[config.mk]
export PLATFORM = sky130hd
export DESIGN_NAME = ccff_stream_loader
export DESIGN_NICKNAME = d
export VERILOG_FILES = /design/src/rtl/ccff_stream_loader.sv
export SDC_FILE = /design/constraint.sdc
export NUM_CORES = 1
export LEC_CHECK = 0
export BUFFER_PORTS_ARGS = -buffer_cell sky130_fd_sc_hd__buf_2
export CAP_MARGIN = 30
export CELL_PAD_IN_SITES_DETAIL_PLACEMENT = 1
export CELL_PAD_IN_SITES_GLOBAL_PLACEMENT = 1
export CORE_MARGIN = 3
export CORE_UTILIZATION = 36
export CTS_BUF_LIST = sky130_fd_sc_hd__clkbuf_2
export DETAILED_ROUTE_END_ITERATION = 10
export MAX_ROUTING_LAYER = met4
export PLACE_DENSITY_LB_ADDON = 0.1
export REMOVE_ABC_BUFFERS = 1
export SETUP_SLACK_MARGIN = 0.1
export SKIP_LAST_GASP = 1
export SYNTH_ARGS = -nofsm -noshare
export SYNTH_HDL_FRONTEND = slang
export SYNTH_SLANG_ARGS = --single-unit
[constraint.sdc]
create_clock -name prog_clk -period 1.7 [get_ports prog_clk]
set_input_delay 0.17 -clock prog_clk [delete_from_list [all_inputs] [get_ports prog_clk]]
set_output_delay 0.17 -clock prog_clk [all_outputs]
set_load 0.02 [all_outputs]
[src/rtl/ccff_stream_loader.sv]
// Streams WORD_W-bit bitstream words, MSB first, into a serial configuration
// chain of CHAIN_LEN bits. Words that arrive late just insert FETCH bubbles;
// the chain only shifts while the loader is in SHIFT.
module ccff_stream_loader #(
    parameter int CHAIN_LEN = 36,
    parameter int WORD_W    = 8
) (
    input  logic              prog_clk,
    input  logic              pReset,
    input  logic              start,
    input  logic              abort,
    input  logic [WORD_W-1:0] din,
    input  logic              din_valid,
    output logic              din_ready,
    output logic              ccff_head,
    output logic              config_enable,
    output logic              busy,
    output logic              done,
    output logic              aborted,
    output logic [15:0]       bit_count
);

    localparam int IDX_W = $clog2(WORD_W);

    typedef enum logic [1:0] {IDLE, FETCH, SHIFT, FINISH} state_t;

    state_t            state, state_nxt;
    logic [WORD_W-1:0] sreg;
    logic [IDX_W-1:0]  idx;
    logic              aborted_q;
    logic              last_bit;
    logic              word_end;

    // Bit about to be shifted is the last of the load / of the current word.
    assign last_bit = (bit_count == 16'(CHAIN_LEN - 1));
    assign word_end = (idx == IDX_W'(WORD_W - 1));
    assign aborted  = aborted_q;

    // State register.
    always_ff @(posedge prog_clk) begin
        if (pReset) state <= IDLE;
        else        state <= state_nxt;
    end

    // Next-state and Moore/Mealy outputs; abort gates the handshake and done
    // so a cancelled load never takes a word or reports completion.
    always_comb begin
        state_nxt     = state;
        din_ready     = 1'b0;
        config_enable = 1'b0;
        ccff_head     = 1'b0;
        done          = 1'b0;
        busy          = (state != IDLE);
        case (state)
            IDLE: begin
                if (start && !abort) state_nxt = FETCH;
            end
            FETCH: begin
                din_ready = !abort;
                if (abort)          state_nxt = IDLE;
                else if (din_valid) state_nxt = SHIFT;
            end
            SHIFT: begin
                config_enable = 1'b1;
                ccff_head     = sreg[WORD_W-1];
                if (abort)         state_nxt = IDLE;
                else if (last_bit) state_nxt = FINISH;
                else if (word_end) state_nxt = FETCH;
            end
            FINISH: begin
                done      = !abort;
                state_nxt = IDLE;
            end
            default: state_nxt = IDLE;
        endcase
    end

    // Datapath: word capture, shift register, in-word index, bit counter and
    // the registered abort pulse. The shift in an abort cycle still happens
    // (config_enable is already high), so bit_count counts it.
    always_ff @(posedge prog_clk) begin
        if (pReset) begin
            sreg      <= '0;
            idx       <= '0;
            bit_count <= '0;
            aborted_q <= 1'b0;
        end else begin
            aborted_q <= abort && (state != IDLE);
            if (state == IDLE && start && !abort) bit_count <= '0;
            if (din_ready && din_valid) begin
                sreg <= din;
                idx  <= '0;
            end
            if (config_enable) begin
                sreg      <= sreg << 1;
                idx       <= idx + 1'b1;
                bit_count <= bit_count + 16'd1;
            end
        end
    end

endmodule

* After elaboration in Yosys (flattened, before gate mapping) *
Index checks and enable logic that the tools add are counted.

storage, ports and cells
  output and inout port bits = 22
  register bits = 30

cells by class
  muxes and demuxes = 17
  $add $sub $neg = 2
  reduce and logical (&&, ||, !) cells = 12
  eq/ne operators = 8

operators with widths
  operator                                                                number
  16-bit two-way mux                                                      2
  16-bit by 1-bit adder with 16-bit output, second input constant         1
  16-bit by 6-bit equality test with 1-bit output, second input constant  1
  8-bit two-way mux                                                       2
  2-bit two-way mux                                                       6
  2-bit one-hot mux with 4 select lines                                   1
  3-bit two-way mux                                                       2
  2-bit nonzero test                                                      3
  1-bit logical AND                                                       5
  2-bit equality test, second input constant                              2
  1-bit two-way mux                                                       4
  4-bit != test, second input constant                                    1
  3-bit by 1-bit adder with 3-bit output, second input constant           1
  3-bit equality test, second input constant                              1
  3-bit != test, second input constant                                    1
  3-bit AND reduction                                                     1
  2-bit by 1-bit equality test with 1-bit output, second input constant   1
  2-bit zero test                                                         1
  2-bit != test, second input constant                                    1
  2-bit OR reduction                                                      1
  1-bit zero test                                                         1

* Depth between registers and ports, before layout *
  word-level depth = 5
  gate-level depth with buffers = 6
  gate-level depth less buffers = 5

* Least setup slack after synthesis *
Ideal clock, no wire load.

  path kind = reg-to-reg
  start point = register bit_count[0]
  end point = register bit_count[14]
  required time = 1629 ps
  cell stages (with the launch flop) = 6
  data arrival time = 1892 ps
  library setup time = 71 ps
  setup slack = -262 ps
  cell sequence = dfxtp_1 > ha_1 > nand2_1 > or4_4 > or3_1 > a21oi_1

between the ends
  cells in the longest elaborated chain, start to end = 2

ends and longest elaborated chain
  element                                   line  RTL
  start: declaration                        20    output logic [15:0] bit_count
  start signal: assignment                  97    bit_count <= bit_count + 16'd1;
  16-bit by 1-bit adder with 16-bit output  97
  16-bit two-way mux                        94    if (config_enable) begin

Every way passes these cells.
A chain may end at the register's enable or synchronous reset.

* Worst setup path after layout *
  start point = register bit_count[3]
  end point = register bit_count[10]

The elaborated chain is that of the path after synthesis.

==> metrics.cfg <==
[outcome]
run_status = completed

[logic_synthesis]
most_instantiated_library_cell_after_synthesis = sky130_fd_sc_hd__dfxtp_1
seq_area_frac_synth = 0.410
mappedNetlistArea_sq_um = 1470
synth-seq-cells = 30
postSynth.topFlopCell = sky130_fd_sc_hd__dfxtp_1
yosysTopAreaCell = sky130_fd_sc_hd__dfxtp_1
synth_common_cells = sky130_fd_sc_hd__dfxtp_1, sky130_fd_sc_hd__nand2_1, sky130_fd_sc_hd__nor2_1
synthTopCellsByArea = sky130_fd_sc_hd__dfxtp_1, sky130_fd_sc_hd__nand2_1, sky130_fd_sc_hd__a21oi_1, sky130_fd_sc_hd__a311oi_1, sky130_fd_sc_hd__nor2_1
synth.yosys.warnings = 0
postSynthAreaPerCell_sq_um = 8.06
async_reset_ff_frac = 0
synth_edf_count = 0
synth_top_area_frac = 0.410
postSynthCellCount = 182
yosysUniqueCellTypes = 37

[critical_path]
critPathBufInv = 0
critPathSlowestCell = sky130_fd_sc_hd__or4_4
critPathTopFamily = simple AND/OR/NAND/NOR gates
crit_fanout = 6
worst-r2r-cell-count = 4
crit_chain = nand2_1 -> or4_4 -> or3_4 -> a21oi_2
critical_path_cell_count = 4
worstSetupPathType = reg -> reg
timing.critical_path.to_type = register
start_kind = register
worst_path_largest_cell_delay_ns = 0.54
critical_path_required_ns = 1.98
reg2reg_from = bit_count[3]
cp_data_arrival_time_ns = 1.93
critPathLaunch = bit_count[3]

[route]
routed_wl_um = 4420
drcViolationCount = 0
drtPass1Iterations = 4
antenna_left = 0
drtIter0Drc = 45
post_drt_via_cell_ratio = 5.59
wire_per_inst_um = 15.7
routed-via-count = 1576

[die]
io_pins = 35
coreArea_sq_um = 3800
die_x_um = 69.8
die_area_sq_um = 4870
die_height_um = 69.8
start_util = 0.386
floorplan.rows = 22

[placement]
dp_hpwl_um = 3120
post_dp_cell_area_sq_um = 1780
routabilityCongestion = 0.820
io_buffer_count = 34

[grt]
first_global_vias = 1565
grt_antenna_before_repair = 0
globalRouteOverflowTotal = 0
wire_length_of_the_first_global_routing_pass_um = 7310
gr-usage-all-layers = 0.188
largest_net_degree_at_the_start_of_global_routing = 24

[clocking]
clock_transition_at_the_registers_of_the_reported_paths_ns = 0.17
cts-htree-levels = 2
cts.sink_count = 30
cts_root_buffer = sky130_fd_sc_hd__clkbuf_2
hold_buffers = 0
cts_inserted_buffers = 5
tritoncts = built
number_of_buffers_on_the_longest_clock_path = 2
worst_skew_pair.late_latency_ns = 0.36

[timing]
worst_slew_pin_slew_ns = 0.488
post-route-period-util = 0.969
rsz0062_at_grt = yes
max-slew-margin-rel = 0.675
setup_viol = 0
timing.final.hold_violations = 0
period_minus_slack_ns = 1.65
finalMaxSlewViolations = 0
fin_skew_ns = 0.0217
fmax_mhz = 607

[min_path]
min_path_cells = 3
hold_path_startpoint = din[2]
holdCritPathClass = in -> reg

[pwr]
power_mw = 1.12
ir_worst_vdd_uv = 322
p_leak_nw = 0.771
power.density_cell_area_nw_per_um2 = 578

[final_layout]
diodes = 0
finished_layout_cell_area_sq_um = 1930
layout.nets = 249
area.growth.synth_to_final_pct = 31.6
post_route_cells_drive_above_1_share = 0.355

[job]
max_cap_viols = 0

per-layer routing:
metal / vias to the layer above / GRT usage / part of all wire
met4: 0 / 0.0638 / 0.012
li1: 777 / - / -
met5: - / - / 0
met1: 754 / 0.251 / 0.47
met3: 8 / 0.0493 / 0.050
met2: 37 / 0.273 / 0.46
cells by family after synthesis:
logic type / share of synthesized area
AO/OA/AOI/OAI: 0.188
AND/OR/NAND/NOR: 0.331
flip-flops: 0.410
adder cells (fa/ha/maj): 0.0256
multiplexers: 0.0145
buffers and inverters: 0.0316
cell usage in the layout (no fill, tap or decap), types with 4 or more instances in the layout:
master	count
sky130_fd_sc_hd__a21oi_1	15
sky130_fd_sc_hd__a311oi_1	9
sky130_fd_sc_hd__and4_1	4
sky130_fd_sc_hd__buf_2	33
sky130_fd_sc_hd__buf_4	17
sky130_fd_sc_hd__clkbuf_2	5
sky130_fd_sc_hd__dfxtp_1	21
sky130_fd_sc_hd__dfxtp_2	9
sky130_fd_sc_hd__nand2_1	25
sky130_fd_sc_hd__nand3_1	9
sky130_fd_sc_hd__nor2_1	20
sky130_fd_sc_hd__nor3_1	5
sky130_fd_sc_hd__o211ai_1	6
sky130_fd_sc_hd__o21ai_0	4
sky130_fd_sc_hd__or3_1	5
repair_timing:
action,4_1_cts,5_1_grt
pin swaps,4,3
buffers inserted,3,0
setup endpoints to repair,7,17
gates resized for setup,13,15
path summary, 6_finish.rpt:
check / to / slack [ns]
worst max-delay path: bit_count[10] / 0.05
worst min-delay path: sreg[2] / 0.04
worst max register to register: bit_count[10] / 0.05
worst min register to register: idx[1] / 0.50
metrics by stage:
stage | TNS, ns | hold slack, ns | util | std cells | setup slack, ns
after floorplan | -3.32 | 0.239 | - | 173 | -0.473
after global placement | 0 | 0.434 | 0.469 | 271 | 0.0247
after detailed placement | -0.0123 | 0.445 | 0.469 | 271 | -0.0123
after CTS | 0 | 0.0257 | 0.494 | 282 | 0.0774
after global routing | -0.00788 | 0.0143 | 0.508 | 282 | -0.00788
final | 0 | 0.0443 | 0.508 | 282 | 0.0520
registers in the layout (all words and copies together) (netlist names):
name       count
bit_count     16
sreg           8
idx            3
state          2
aborted        1
area by class of cell:
cell class,instances,area [sq um]
fill,481,1870
clock inverter,3,11.3
inverter,3,13.8
sequential,30,612
clock buffer,5,25.0
multi-input combinational,140,881
timing repair buffer,53,327
tap,48,60.1
worst min-delay path: stages:
cell	delay (ns)
sky130_fd_sc_hd__buf_2	0.10
sky130_fd_sc_hd__nand2_1	0.05
sky130_fd_sc_hd__a311oi_1	0.07
power breakdown:
part	leakage [nW]	switching [mW]	internal, mW
logic	0.499	0.0463	0.0300
registers	0.246	0.00288	0.708
clock network	0.0255	0.240	0.0878
No activity file was read; power rests on OpenSTA's default activity.
